<file path="src/rtl/cnn_pkg.sv">
// Shared definitions for the CNN layer blocks: sequencer state type and
// elaboration-time dimension helpers.
package cnn_pkg;

  typedef enum logic [1:0] {
    IDLE,
    RUN,
    DONE
  } seq_state_t;

  // Number of window positions along one axis.
  function automatic int unsigned out_dim(input int unsigned img,
                                          input int unsigned k,
                                          input int unsigned stride);
    return (img - k) / stride + 1;
  endfunction

  // Address width for a memory of the given depth, never below one bit.
  function automatic int unsigned addr_w(input int unsigned depth);
    return (depth > 1) ? int'($clog2(depth)) : 1;
  endfunction

  // Counter width able to hold 0..max, never below one bit.
  function automatic int unsigned cnt_w(input int unsigned max);
    return (max > 0) ? int'($clog2(max + 1)) : 1;
  endfunction

endpackage

</file>
<file path="src/rtl/conv_window_sequencer_wrap_counter.sv">
// Modulo-(MAX+1) counter with synchronous clear and an at_max flag used
// to build a carry chain between nested loop indices.
module wrap_counter
  import cnn_pkg::*;
#(
  parameter int unsigned MAX = 1,
  parameter int unsigned W   = cnt_w(MAX)
) (
  input  logic         clk,
  input  logic         rst_n,
  input  logic         clr,
  input  logic         inc,
  output logic [W-1:0] cnt,
  output logic         at_max
);

  logic [W-1:0] cnt_d;
  logic [W-1:0] cnt_q;

  assign at_max = (cnt_q == W'(MAX));
  assign cnt    = cnt_q;

  // Next count: clear wins, otherwise step and wrap at MAX.
  always_comb begin
    cnt_d = cnt_q;
    if (clr) begin
      cnt_d = '0;
    end else if (inc) begin
      cnt_d = at_max ? '0 : cnt_q + W'(1);
    end
  end

  // Count register.
  always_ff @(posedge clk or negedge rst_n) begin
    if (!rst_n) begin
      cnt_q <= '0;
    end else begin
      cnt_q <= cnt_d;
    end
  end

endmodule

</file>
<file path="src/rtl/conv_window_sequencer.sv">
// Streams the feature-map read addresses of a KxK window sliding over an
// IMG_H x IMG_W map with stride STRIDE, kx fastest, then ky, ox, oy.
module conv_window_sequencer
  import cnn_pkg::*;
#(
  parameter  int unsigned IMG_H  = 28,
  parameter  int unsigned IMG_W  = 28,
  parameter  int unsigned K      = 3,
  parameter  int unsigned STRIDE = 1,
  localparam int unsigned AW     = addr_w(IMG_H * IMG_W)
) (
  input  logic          clk,
  input  logic          rst_n,
  input  logic          start,
  input  logic          abort,
  output logic          out_valid,
  input  logic          out_ready,
  output logic [AW-1:0] addr,
  output logic          win_first,
  output logic          win_last,
  output logic          busy,
  output logic          done
);

  localparam int unsigned OUT_H = out_dim(IMG_H, K, STRIDE);
  localparam int unsigned OUT_W = out_dim(IMG_W, K, STRIDE);
  localparam int unsigned KW    = cnt_w(K - 1);
  localparam int unsigned OWW   = cnt_w(OUT_W - 1);
  localparam int unsigned OHW   = cnt_w(OUT_H - 1);

  typedef logic [AW:0] wide_t;

  seq_state_t state_d, state_q;
  logic       out_valid_d, out_valid_q;
  logic       busy_d, busy_q;
  logic       done_d, done_q;

  logic           hs;
  logic           clr;
  logic           kx_inc, ky_inc, ox_inc, oy_inc;
  logic           kx_max, ky_max, ox_max, oy_max;
  logic           last_hs;
  logic [KW-1:0]  kx, ky;
  logic [OWW-1:0] ox;
  logic [OHW-1:0] oy;
  wide_t          row, col, lin;

  assign hs      = out_valid_q & out_ready;
  assign clr     = abort | ((state_q == IDLE) & start);
  assign kx_inc  = hs;
  assign ky_inc  = kx_inc & kx_max;
  assign ox_inc  = ky_inc & ky_max;
  assign oy_inc  = ox_inc & ox_max;
  assign last_hs = oy_inc & oy_max;

  wrap_counter #(.MAX(K - 1), .W(KW)) u_kx (
    .clk(clk), .rst_n(rst_n), .clr(clr), .inc(kx_inc), .cnt(kx), .at_max(kx_max)
  );
  wrap_counter #(.MAX(K - 1), .W(KW)) u_ky (
    .clk(clk), .rst_n(rst_n), .clr(clr), .inc(ky_inc), .cnt(ky), .at_max(ky_max)
  );
  wrap_counter #(.MAX(OUT_W - 1), .W(OWW)) u_ox (
    .clk(clk), .rst_n(rst_n), .clr(clr), .inc(ox_inc), .cnt(ox), .at_max(ox_max)
  );
  wrap_counter #(.MAX(OUT_H - 1), .W(OHW)) u_oy (
    .clk(clk), .rst_n(rst_n), .clr(clr), .inc(oy_inc), .cnt(oy), .at_max(oy_max)
  );

  // Linear address straight from the registered indices, one bit of headroom.
  always_comb begin
    row = wide_t'(oy) * wide_t'(STRIDE) + wide_t'(ky);
    col = wide_t'(ox) * wide_t'(STRIDE) + wide_t'(kx);
    lin = row * wide_t'(IMG_W) + col;
  end

  assign addr      = AW'(lin);
  assign win_first = out_valid_q & (kx == '0) & (ky == '0);
  assign win_last  = out_valid_q & kx_max & ky_max;
  assign out_valid = out_valid_q;
  assign busy      = busy_q;
  assign done      = done_q;

  // Sequencer next state and registered outputs; abort overrides everything.
  always_comb begin
    state_d     = state_q;
    out_valid_d = 1'b0;
    busy_d      = 1'b0;
    done_d      = 1'b0;
    case (state_q)
      IDLE: begin
        if (start && !abort) begin
          state_d     = RUN;
          out_valid_d = 1'b1;
          busy_d      = 1'b1;
        end
      end
      RUN: begin
        if (abort) begin
          state_d = IDLE;
        end else if (last_hs) begin
          state_d = DONE;
          busy_d  = 1'b1;
          done_d  = 1'b1;
        end else begin
          out_valid_d = 1'b1;
          busy_d      = 1'b1;
        end
      end
      DONE: begin
        state_d = IDLE;
      end
      default: begin
        state_d = IDLE;
      end
    endcase
  end

  // State and flag registers.
  always_ff @(posedge clk or negedge rst_n) begin
    if (!rst_n) begin
      state_q     <= IDLE;
      out_valid_q <= 1'b0;
      busy_q      <= 1'b0;
      done_q      <= 1'b0;
    end else begin
      state_q     <= state_d;
      out_valid_q <= out_valid_d;
      busy_q      <= busy_d;
      done_q      <= done_d;
    end
  end

endmodule

</file>
<file path="config.mk">
export PLATFORM = sky130hd
export DESIGN_NAME = conv_window_sequencer
export DESIGN_NICKNAME = d
export VERILOG_FILES = /design/src/rtl/cnn_pkg.sv /design/src/rtl/conv_window_sequencer_wrap_counter.sv /design/src/rtl/conv_window_sequencer.sv
export SDC_FILE = /design/constraint.sdc
export NUM_CORES = 1
export LEC_CHECK = 0
export ABC_AREA = 1
export CAP_MARGIN = 20
export CORE_MARGIN = 2
export CORE_UTILIZATION = 30
export CTS_CLUSTER_SIZE = 24
export DETAILED_ROUTE_END_ITERATION = 12
export SYNTH_ARGS = -nofsm -noshare
export SYNTH_HDL_FRONTEND = slang
export SYNTH_SLANG_ARGS = --single-unit
</file>
<file path="constraint.sdc">
create_clock -name clk -period 3.94 [get_ports clk]
set_input_delay 1.182 -clock clk [delete_from_list [all_inputs] [get_ports clk]]
set_output_delay 1.182 -clock clk [all_outputs]
set_load 0.1 [all_outputs]
</file>
==> run_results.csv, run 1 <==
group,metric,value,unit
outcome,status,"complete, but fails checks",
outcome,violations,"setup timing",
global_route,grt-ovfl-total,0,
timing,rsz0062_at_grt,"true",
cells_and_area,diodes,0,
drt,routed_wl,4300,um
worst_setup_path,crit_slowest_cell,"fa_1",
global_route,grt_pass1_vias,1748,
drt,drtIter0Drc,27,
clocking,clockBufferDepth,2,
timing,setup_violations,6,
worst_setup_path,cp.buffers_inverters,5,
drt,drcViolationCount,0,
worst_setup_path,critPathCaptureType,"primary output",
timing,whs,0.567,ns
timing,fin_worst_skew,0.00304,ns
placement,hpwl,3270,um
die,start_util,31.6,%
die,die_y,83.4,um
cells_and_area,final_cell_mix,"50 x nand2_1, 40 x buf_4, 39 x inv_1",
drt,wl_per_cell,10.7,um
timing,fin_tns_setup,-3.35,ns
clocking,cts_made_buffers,3,
worst_setup_path,critical_path.cell_chain,"ha_2 -> inv_2 -> fa_2 -> xor2_2 -> inv_2 -> fa_1 -> ha_4 -> inv_2 -> fa_2 -> inv_2 -> nand2_2 -> nand2_2 -> nand3_2 -> nand2_2 -> nand2_2 -> nor2_2 -> nand2_2 -> nand2_8 -> buf_12",
cells_and_area,drive_gt1_share,38.4,%
power_and_ir_drop,ir_drop,224,uV
yosys,ys_seq_area_share,25.1,%
yosys,synth_cell_types,28,
timing,slew_headroom,34.8,%
power_and_ir_drop,p_leak,1.45,nW
drt,vias_per_cell,4.53,
placement,io_buffers,19,
cells_and_area,fill_cells,548,
drt,drt_pass1_iterations,4,
global_route,antenna_found_initial,0,
worst_setup_path,r2r_slack,2.33,ns
power_and_ir_drop,p_total,0.439,mW
die,rows,28,
worst_setup_path,arrival,3.41,ns
timing,fin_crit_sh,116,%
worst_setup_path,critPathMaxFanout,2,
global_route,grt_pass1_wl,7290,um
cells_and_area,post_layout_nonfiller_instances,403,
die,num_io_pins,20,
flow_run,cap_violations,0,
worst_setup_path,start_kind,"flop",
clocking,cts-htree-levels,1,
cells_and_area,nets,359,
die,core-area,0.00599,mm^2
worst_setup_path,required,2.76,ns
placement,placed_cells,391,
yosys,syn_inst,266,
placement,routabilityCongestion,0.775,
cells_and_area,utilization,49.5,%
worst_setup_path,critical-path-max-stage-delay,0.57,ns
die,die_width,83.4,um
global_route,track_usage,12.3,%
timing,layout_min_cycle_time,4.59,ns
power_and_ir_drop,powerDensity,148,mW/mm^2
yosys,ys_ff_latch,19,
worst_setup_path,crit_top_cell,"nand2_2",
timing,hold_viol,0,
die,die_area,0.00695,mm^2
drt,vias,1825,
hold_path,min_path_type,"flop to flop",
clocking,cts.sinks,19,
yosys,synth_area,0.00189,mm^2
timing,report.final.slew_viol_count,0,
clocking,cts_tree,"built",
clocking,worstSkewPairLatency,0.26,ns
cells_and_area,final_common_cell,"nand2_1",
global_route,grt_max_degree,20,
worst_setup_path,crit_type,"flop to primary output",
yosys,syn_nets,296,
clocking,root_buffer,"clkbuf_8",
cells_and_area,area_growth,57.0,%
worst_setup_path,path_delay_family,"adder cells",
clocking,cts.clk_slew.worst_paths,0.07,ns
timing,setup_slack,-0.649,ns
drt,postRouteAntennaNets,0,
yosys,yosysWarnings,0,
clocking,cts_hold_buffers,0,
timing,timing.fmax,0.218,GHz
yosys,synth_area_per_cell,7.11,um^2
timing,tightest_slew,0.975,ns
[tightest hold or removal path: cells and delay by family (launching register included)]
kind,cells,cell delay (ns)
flip-flops,1,0.35
AND/OR/NAND/NOR,3,0.18
[through the flow]
step,worst slack (ns),cell area (um^2)
after floorplan,-0.622,2070
after global placement,-0.392,2640
after detailed placement,-0.439,2640
after CTS,-0.621,2790
after global routing,-0.865,2970
final,-0.649,2970
[synth_stat cells]
cell type | count | area [um^2]
dfrtp_1 | 19 | 475
a211oi_1 | 1 | 7.51
fa_1 | 4 | 80.1
xor2_1 | 11 | 96.3
nor2_4 | 5 | 56.3
clkinv_2 | 1 | 5.00
buf_6 | 1 | 11.3
ha_1 | 21 | 263
xor2_2 | 1 | 16.3
inv_2 | 3 | 11.3
or2_4 | 1 | 8.76
o22ai_1 | 1 | 6.26
nor4_1 | 1 | 6.26
nor2_2 | 2 | 12.5
and2_1 | 1 | 6.26
nand2_2 | 3 | 18.8
nand3b_1 | 1 | 7.51
nor3_1 | 6 | 30.0
xnor2_1 | 2 | 17.5
nand2_4 | 1 | 11.3
nor2_1 | 18 | 67.6
nand4_1 | 4 | 25.0
inv_1 | 45 | 169
or2_2 | 1 | 6.26
nand2_1 | 68 | 255
a21oi_1 | 12 | 60.1
o21ai_0 | 6 | 30.0
nand3_1 | 26 | 130
[logic make-up after synthesis]
kind of cell               after synthesis  synth area share (%)
and+or+nand+nor                        138                  34.0
DFF                                     19                  25.1
adders and majority gates               25                  18.1
AOI/OAI and AO/OA                       20                  5.49
xor gates and xnor gates                14                  6.88
buffers and inverters                   50                  10.4
[per-layer routing]
layer  share of wire (%)  vias up  global-route usage (%)
met5                   0        -                       0
met4                 1.3        0                    4.02
met3                 3.2        6                    1.89
met2                  51       22                    21.7
met1                  44      839                    15.3
li1                    -      958                       -
[sequential cells by signal (all words and copies together), names as in the netlist]
| name | cells |
|---|---|
| done | 1 |
| u_ky.cnt | 2 |
| u_oy.cnt | 5 |
| out_valid | 1 |
| state_q | 2 |
| busy | 1 |
| u_ox.cnt | 5 |
| u_kx.cnt | 2 |
[what timing repair did]
item / CTS / global route
gates resized for setup: 17 / 22
endpoints found under the setup margin: 6 / 7
pin swaps: 8 / 15
buffers inserted: 3 / 6
[layout make-up]
class / instances / area (um^2) / area share [%]
inverters: 49 / 185 / 6.24
repair buffers: 59 / 584 / 19.7
well taps: 75 / 93.8 / 3.16
multi-input cells: 197 / 1580 / 53.4
flip-flops and latches: 19 / 475 / 16.0
clock buffers: 4 / 45.0 / 1.52
[path summary, 6_finish.rpt]
check / cells past startpoint / endpoint / from
min in group asynchronous: 1 / state_q[0] / rst_n
setup / recovery: 19 / addr[9] / u_ky.cnt[0]
setup reg to reg: 9 / u_oy.cnt[2] / u_ox.cnt[1]
hold reg to reg: 3 / state_q[0] / state_q[1]
max in group asynchronous: 1 / u_oy.cnt[0] / rst_n
hold / removal: 3 / state_q[0] / state_q[1]
[power by group]
part | switching, mW | internal (mW) | total, mW | leakage (nW)
combinational | 0.0726 | 0.0230 | 0.0956 | 1.17
clock | 0.0663 | 0.0720 | 0.138 | 0.0228
sequential | 0.00431 | 0.200 | 0.205 | 0.260
Power figures use the tool's default switching activity.
==> inputs of run 2 (changes only) <==
--- a/config.mk
+++ b/config.mk
@@ -9,8 +9,10 @@
 export CAP_MARGIN = 20
 export CORE_MARGIN = 2
 export CORE_UTILIZATION = 30
+export CTS_CLUSTER_DIAMETER = 40
 export CTS_CLUSTER_SIZE = 24
 export DETAILED_ROUTE_END_ITERATION = 12
 export SYNTH_ARGS = -nofsm -noshare
 export SYNTH_HDL_FRONTEND = slang
 export SYNTH_SLANG_ARGS = --single-unit
+export TNS_END_PERCENT = 5
==> run_results.csv, run 2 (synthesis gave the netlist of run 1 again) <==
group,metric,value,unit
clocking,root_buffer,"clkbuf_8",
power_and_ir_drop,p_sw,0.140,mW
clocking,cts.sinks,19,
cells_and_area,area_growth,43.1,%
drt,drtIter0Drc,44,
cells_and_area,drive_gt1_share,30.4,%
worst_setup_path,rr_endpoint,"u_oy.cnt[2]",
timing,rsz0062_at_grt,"true",
power_and_ir_drop,seqPwrFrac,47.1,%
timing,fin_worst_skew,0.00439,ns
drt,routed_wl,3820,um
hold_path,holdPathStages,3,
hold_path,hold_start,"state_q[1]",
cells_and_area,final_cell_mix,"60 x nand2_1, 39 x inv_1, 36 x buf_4",
power_and_ir_drop,ir_drop,161,uV
worst_setup_path,critical_path.cell_chain,"ha_2 -> inv_2 -> fa_2 -> inv_2 -> fa_1 -> ha_2 -> inv_2 -> fa_2 -> inv_2 -> nand2_2 -> nand2_1 -> nand3_1 -> nand2_1 -> nand2_1 -> nor2_1 -> nand2_1 -> nand2_2 -> buf_12",
timing,setup_violations,6,
die,start_util,31.6,%
hold_path,hold_end,"state_q[1]",
die,rows,28,
power_and_ir_drop,p_clk_share,31.4,%
drt,wl_per_cell,9.69,um
drt,drcViolationCount,0,
worst_setup_path,critPathMaxFanout,2,
clocking,cts_made_buffers,3,
global_route,grt_pass1_vias,1714,
worst_setup_path,crit_type,"flop to primary output",
clocking,cts_tree,"built",
drt,vias_per_cell,4.46,
hold_path,min_path_type,"flop to flop",
worst_setup_path,required,2.76,ns
die,die_y,83.4,um
global_route,antenna_found_initial,0,
clocking,cts.clk_slew.worst_paths,0.07,ns
power_and_ir_drop,powerDensity,161,mW/mm^2
worst_setup_path,r2r_slack,2.35,ns
worst_setup_path,rr_worst_depth,9,
worst_setup_path,critical-path-max-stage-delay,0.53,ns
timing,setup_slack,-0.595,ns
placement,routabilityCongestion,0.762,
flow_run,cap_violations,0,
placement,dp_slack,-0.422,ns
timing,layout_min_cycle_time,4.53,ns
power_and_ir_drop,power.internal,0.294,mW
die,num_io_pins,20,
outcome,status,"complete, but fails checks",
clocking,cts-htree-levels,1,
global_route,grt_max_degree,20,
clocking,worstSkewPairLatency,0.26,ns
timing,slew_headroom,34.9,%
timing,fin_crit_sh,115,%
cells_and_area,fill_cells,599,
clocking,clockBufferDepth,2,
drt,vias,1756,
timing,hold_viol,0,
worst_setup_path,crit_slowest_cell,"fa_2",
power_and_ir_drop,p_leak,1.36,nW
global_route,grt-ovfl-total,0,
timing,tightest_slew,0.973,ns
worst_setup_path,critPathCaptureType,"primary output",
global_route,track_usage,11.9,%
timing,timing.fmax,0.221,GHz
die,die_width,83.4,um
timing,report.final.slew_viol_count,0,
drt,postRouteAntennaNets,0,
power_and_ir_drop,switching_share,32.2,%
cells_and_area,final_common_cell,"nand2_1",
cells_and_area,diodes,0,
placement,io_buffers,19,
die,core-area,0.00599,mm^2
cells_and_area,nets,350,
timing,fin_tns_setup,-2.97,ns
worst_setup_path,arrival,3.35,ns
die,die_area,0.00695,mm^2
drt,drt_pass1_iterations,4,
global_route,grt_pass1_wl,7070,um
worst_setup_path,rr_startpoint,"u_ox.cnt[1]",
worst_setup_path,start_kind,"flop",
outcome,violations,"setup timing",
power_and_ir_drop,p_comb_share,21.5,%
placement,hpwl,3210,um
run 2: cell types whose count changed in the layout (fill, tap and decap cells not counted), sizes merged:
cell	change
buf	-9
run 2: metrics by stage:
step / instance area, um^2 / std cells / utilization, % / hold slack [ns] / total power [mW]
after detailed placement: 2550 / 388 / 42.6 / 0.565 / 0.303
after CTS: 2660 / 394 / 44.3 / 0.576 / 0.439
after floorplan: 2000 / 266 / - / 0.529 / 0.279
final: 2710 / 394 / 45.2 / 0.574 / 0.434
after global placement: 2550 / 388 / 42.6 / 0.556 / 0.302
after global routing: 2710 / 394 / 45.2 / 0.630 / 0.454
run 2: worst max-delay path, delay by kind of cell, from the launching register on:
| family | cells | cell delay [ns] |
|---|---|---|
| flip-flops | 1 | 0.36 |
| adder cells (fa/ha/maj) | 5 | 1.77 |
| AND/OR/NAND/NOR | 8 | 0.59 |
| buffers and inverters | 5 | 0.37 |
run 2: timing repair:
action                     CTS  global route
hold endpoints to repair     0             0
pin swaps                    5             2
gates cloned                 0             0
gates resized for setup     12             6
buffers inserted             2             0
setup endpoints to repair    7             7
hold buffers                 0             0
run 2: cell type report:
type | instances | area, um^2 | share of cell area (%)
Multi-Input combinational cell | 197 | 1430 | 52.7
Timing Repair Buffer | 50 | 480 | 17.8
Sequential cell | 19 | 475 | 17.6
Inverter | 49 | 185 | 6.85
Tap cell | 75 | 93.8 | 3.47
Clock buffer | 4 | 45.0 | 1.67
run 2: layer usage:
layer	vias to the layer above	global-route usage (%)	share of wire, %
met5	-	0	0
met4	0	5.22	1.5
met3	6	1.29	2.3
met2	22	20.5	48
met1	789	15.0	48
li1	939	-	-
run 2: worst max path at each step:
stage	from	end	slack, ns	cells past startpoint
global placement	u_oy.cnt[0]	addr[9]	-0.39	19
detailed placement	u_ky.cnt[0]	addr[9]	-0.42	18
CTS	u_oy.cnt[0]	addr[9]	-0.61	19
finish	u_oy.cnt[0]	addr[9]	-0.59	18
global route	u_oy.cnt[0]	addr[9]	-0.81	19
floorplan	u_oy.cnt[0]	addr[7]	-0.65	15
run 2: power groups by stage:
stage          registers (mW)  clock network (mW)  logic, mW
6_report                0.205               0.136     0.0932
5_1_grt                 0.206               0.148      0.101
4_1_cts                 0.205               0.140     0.0944
3_5_place_dp            0.208                   0     0.0942
3_3_place_gp            0.208                   0     0.0938
2_1_floorplan           0.224                   0     0.0546
==> inputs of run 3 (changes only) <==
==> constraint.sdc (replaced) <==
create_clock -name clk -period 5.32 [get_ports clk]
set_input_delay 1.596 -clock clk [delete_from_list [all_inputs] [get_ports clk]]
set_output_delay 1.596 -clock clk [all_outputs]
set_load 0.1 [all_outputs]
==> run_results.csv, run 3 (synthesis gave the netlist of run 1 again) <==
group,metric,value,unit
clocking,clockBufferDepth,2,
timing,whs,0.527,ns
worst_setup_path,required,3.72,ns
drt,wl_per_cell,9.94,um
drt,drtIter0Drc,58,
clocking,root_buffer,"clkbuf_8",
cells_and_area,utilization,38.9,%
cells_and_area,drive_gt1_share,14.8,%
outcome,status,"complete, no violations",
drt,vias_per_cell,4.57,
worst_setup_path,start_kind,"flop",
timing,rsz0062_at_grt,"false",
clocking,cts_made_buffers,3,
timing,fin_crit_sh,95.6,%
timing,setup_violations,0,
drt,drcViolationCount,0,
placement,placed_area,0.00223,mm^2
placement,placed_cells,359,
global_route,grt_max_degree,20,
timing,report.final.slew_viol_count,0,
die,num_io_pins,20,
placement,routabilityCongestion,0.863,
clocking,cts_hold_buffers,0,
clocking,cts.clk_slew.worst_paths,0.07,ns
cells_and_area,final_common_cell,"nand2_1",
drt,drt_pass1_iterations,4,
die,die_area,0.00695,mm^2
worst_setup_path,critPathMaxFanout,4,
timing,setup_slack,0.233,ns
cells_and_area,final_cell_mix,"67 x nand2_1, 44 x inv_1, 26 x nand3_1",
cells_and_area,nets,322,
die,start_util,31.6,%
cells_and_area,area_growth,23.2,%
global_route,grt_pass1_vias,1601,
timing,slew_headroom,34.8,%
die,rows,28,
timing,hold_viol,0,
hold_path,min_path_type,"flop to flop",
cells_and_area,post_layout_nonfiller_instances,366,
clocking,worstSkewPairLatency,0.26,ns
die,die_width,83.4,um
die,core-area,0.00599,mm^2
global_route,track_usage,11.1,%
worst_setup_path,arrival,3.49,ns
timing,tightest_slew,0.976,ns
timing,fin_worst_skew,0.00417,ns
global_route,grt-ovfl-total,0,
flow_run,cap_violations,0,
power_and_ir_drop,powerDensity,138,mW/mm^2
cells_and_area,diodes,0,
placement,hpwl,2980,um
drt,routed_wl,3640,um
power_and_ir_drop,ir_drop,178,uV
drt,postRouteAntennaNets,0,
clocking,cts_tree,"built",
clocking,cts.sinks,19,
clocking,cts-htree-levels,1,
drt,vias,1672,
worst_setup_path,crit_type,"flop to primary output",
placement,dp_slack,0.219,ns
global_route,grt_pass1_wl,6570,um
global_route,antenna_found_initial,0,
power_and_ir_drop,p_leak,1.22,nW
worst_setup_path,critPathCaptureType,"primary output",
timing,layout_min_cycle_time,5.09,ns
placement,io_buffers,19,
timing,timing.fmax,0.197,GHz
cells_and_area,postLayoutCellArea,0.00233,mm^2
die,die_y,83.4,um
==> run 3: path summary, 6_finish.rpt <==
check,startpoint,end,slack (ns),cells after the start
max in group asynchronous,rst_n,u_ky.cnt[1],2.88,1
min in group asynchronous,rst_n,out_valid,1.84,1
max reg2reg,u_ox.cnt[1],u_oy.cnt[2],3.73,9
min,u_oy.cnt[0],u_oy.cnt[0],0.53,2
min reg2reg,u_oy.cnt[0],u_oy.cnt[0],0.53,2
max,u_oy.cnt[0],addr[7],0.23,15
==> run 3: area by class of cell <==
class                      instances  area (um^2)
timing repair buffer              22          270
sequential                        19          478
tap                               75         93.8
fill                             637         3660
multi-input combinational        197         1260
clock buffer                       4         45.0
inverter                          49          185
==> run 3: layer usage <==
metal | up-vias | wire length (um) | global-route usage [%]
met5 | - | 0 | 0
met4 | 0 | 44 | 4.62
met3 | 4 | 117 | 1.79
met2 | 28 | 1760 | 18.9
met1 | 752 | 1720 | 13.9
li1 | 888 | - | -
==> run 3: worst max-delay path, stage by stage, from the launching register on <==
cell	delay (ns)
dfrtp_2	0.39
ha_1	0.16
inv_1	0.05
fa_2	0.52
inv_1	0.08
fa_1	0.54
ha_2	0.18
inv_1	0.05
fa_2	0.33
inv_1	0.07
nand2_1	0.06
nand2_1	0.14
nor2_1	0.06
nand2_1	0.12
xor2_1	0.25
buf_12	0.21
==> run 3: power breakdown <==
group	switching, mW	total [mW]	leakage [nW]	internal (mW)
Sequential	0.00314	0.151	0.257	0.148
Clock	0.0479	0.101	0.0228	0.0533
Combinational	0.0526	0.0696	0.940	0.0169
Total	0.104	0.322	1.22	0.219
==> run 3: stage by stage <==
| step | setup TNS (ns) | power [mW] |
|---|---|---|
| floorplan | -1.24 | 0.206 |
| global placement | 0 | 0.225 |
| detailed placement | 0 | 0.224 |
| CTS | -0.0104 | 0.327 |
| global route | 0 | 0.337 |
| finish | 0 | 0.322 |
==> run 3: timing repair <==
item	CTS	global route
gates cloned	0	0
pin swaps	0	0
setup endpoints to repair	2	4
resized for setup	1	10
setup buffers	0	3
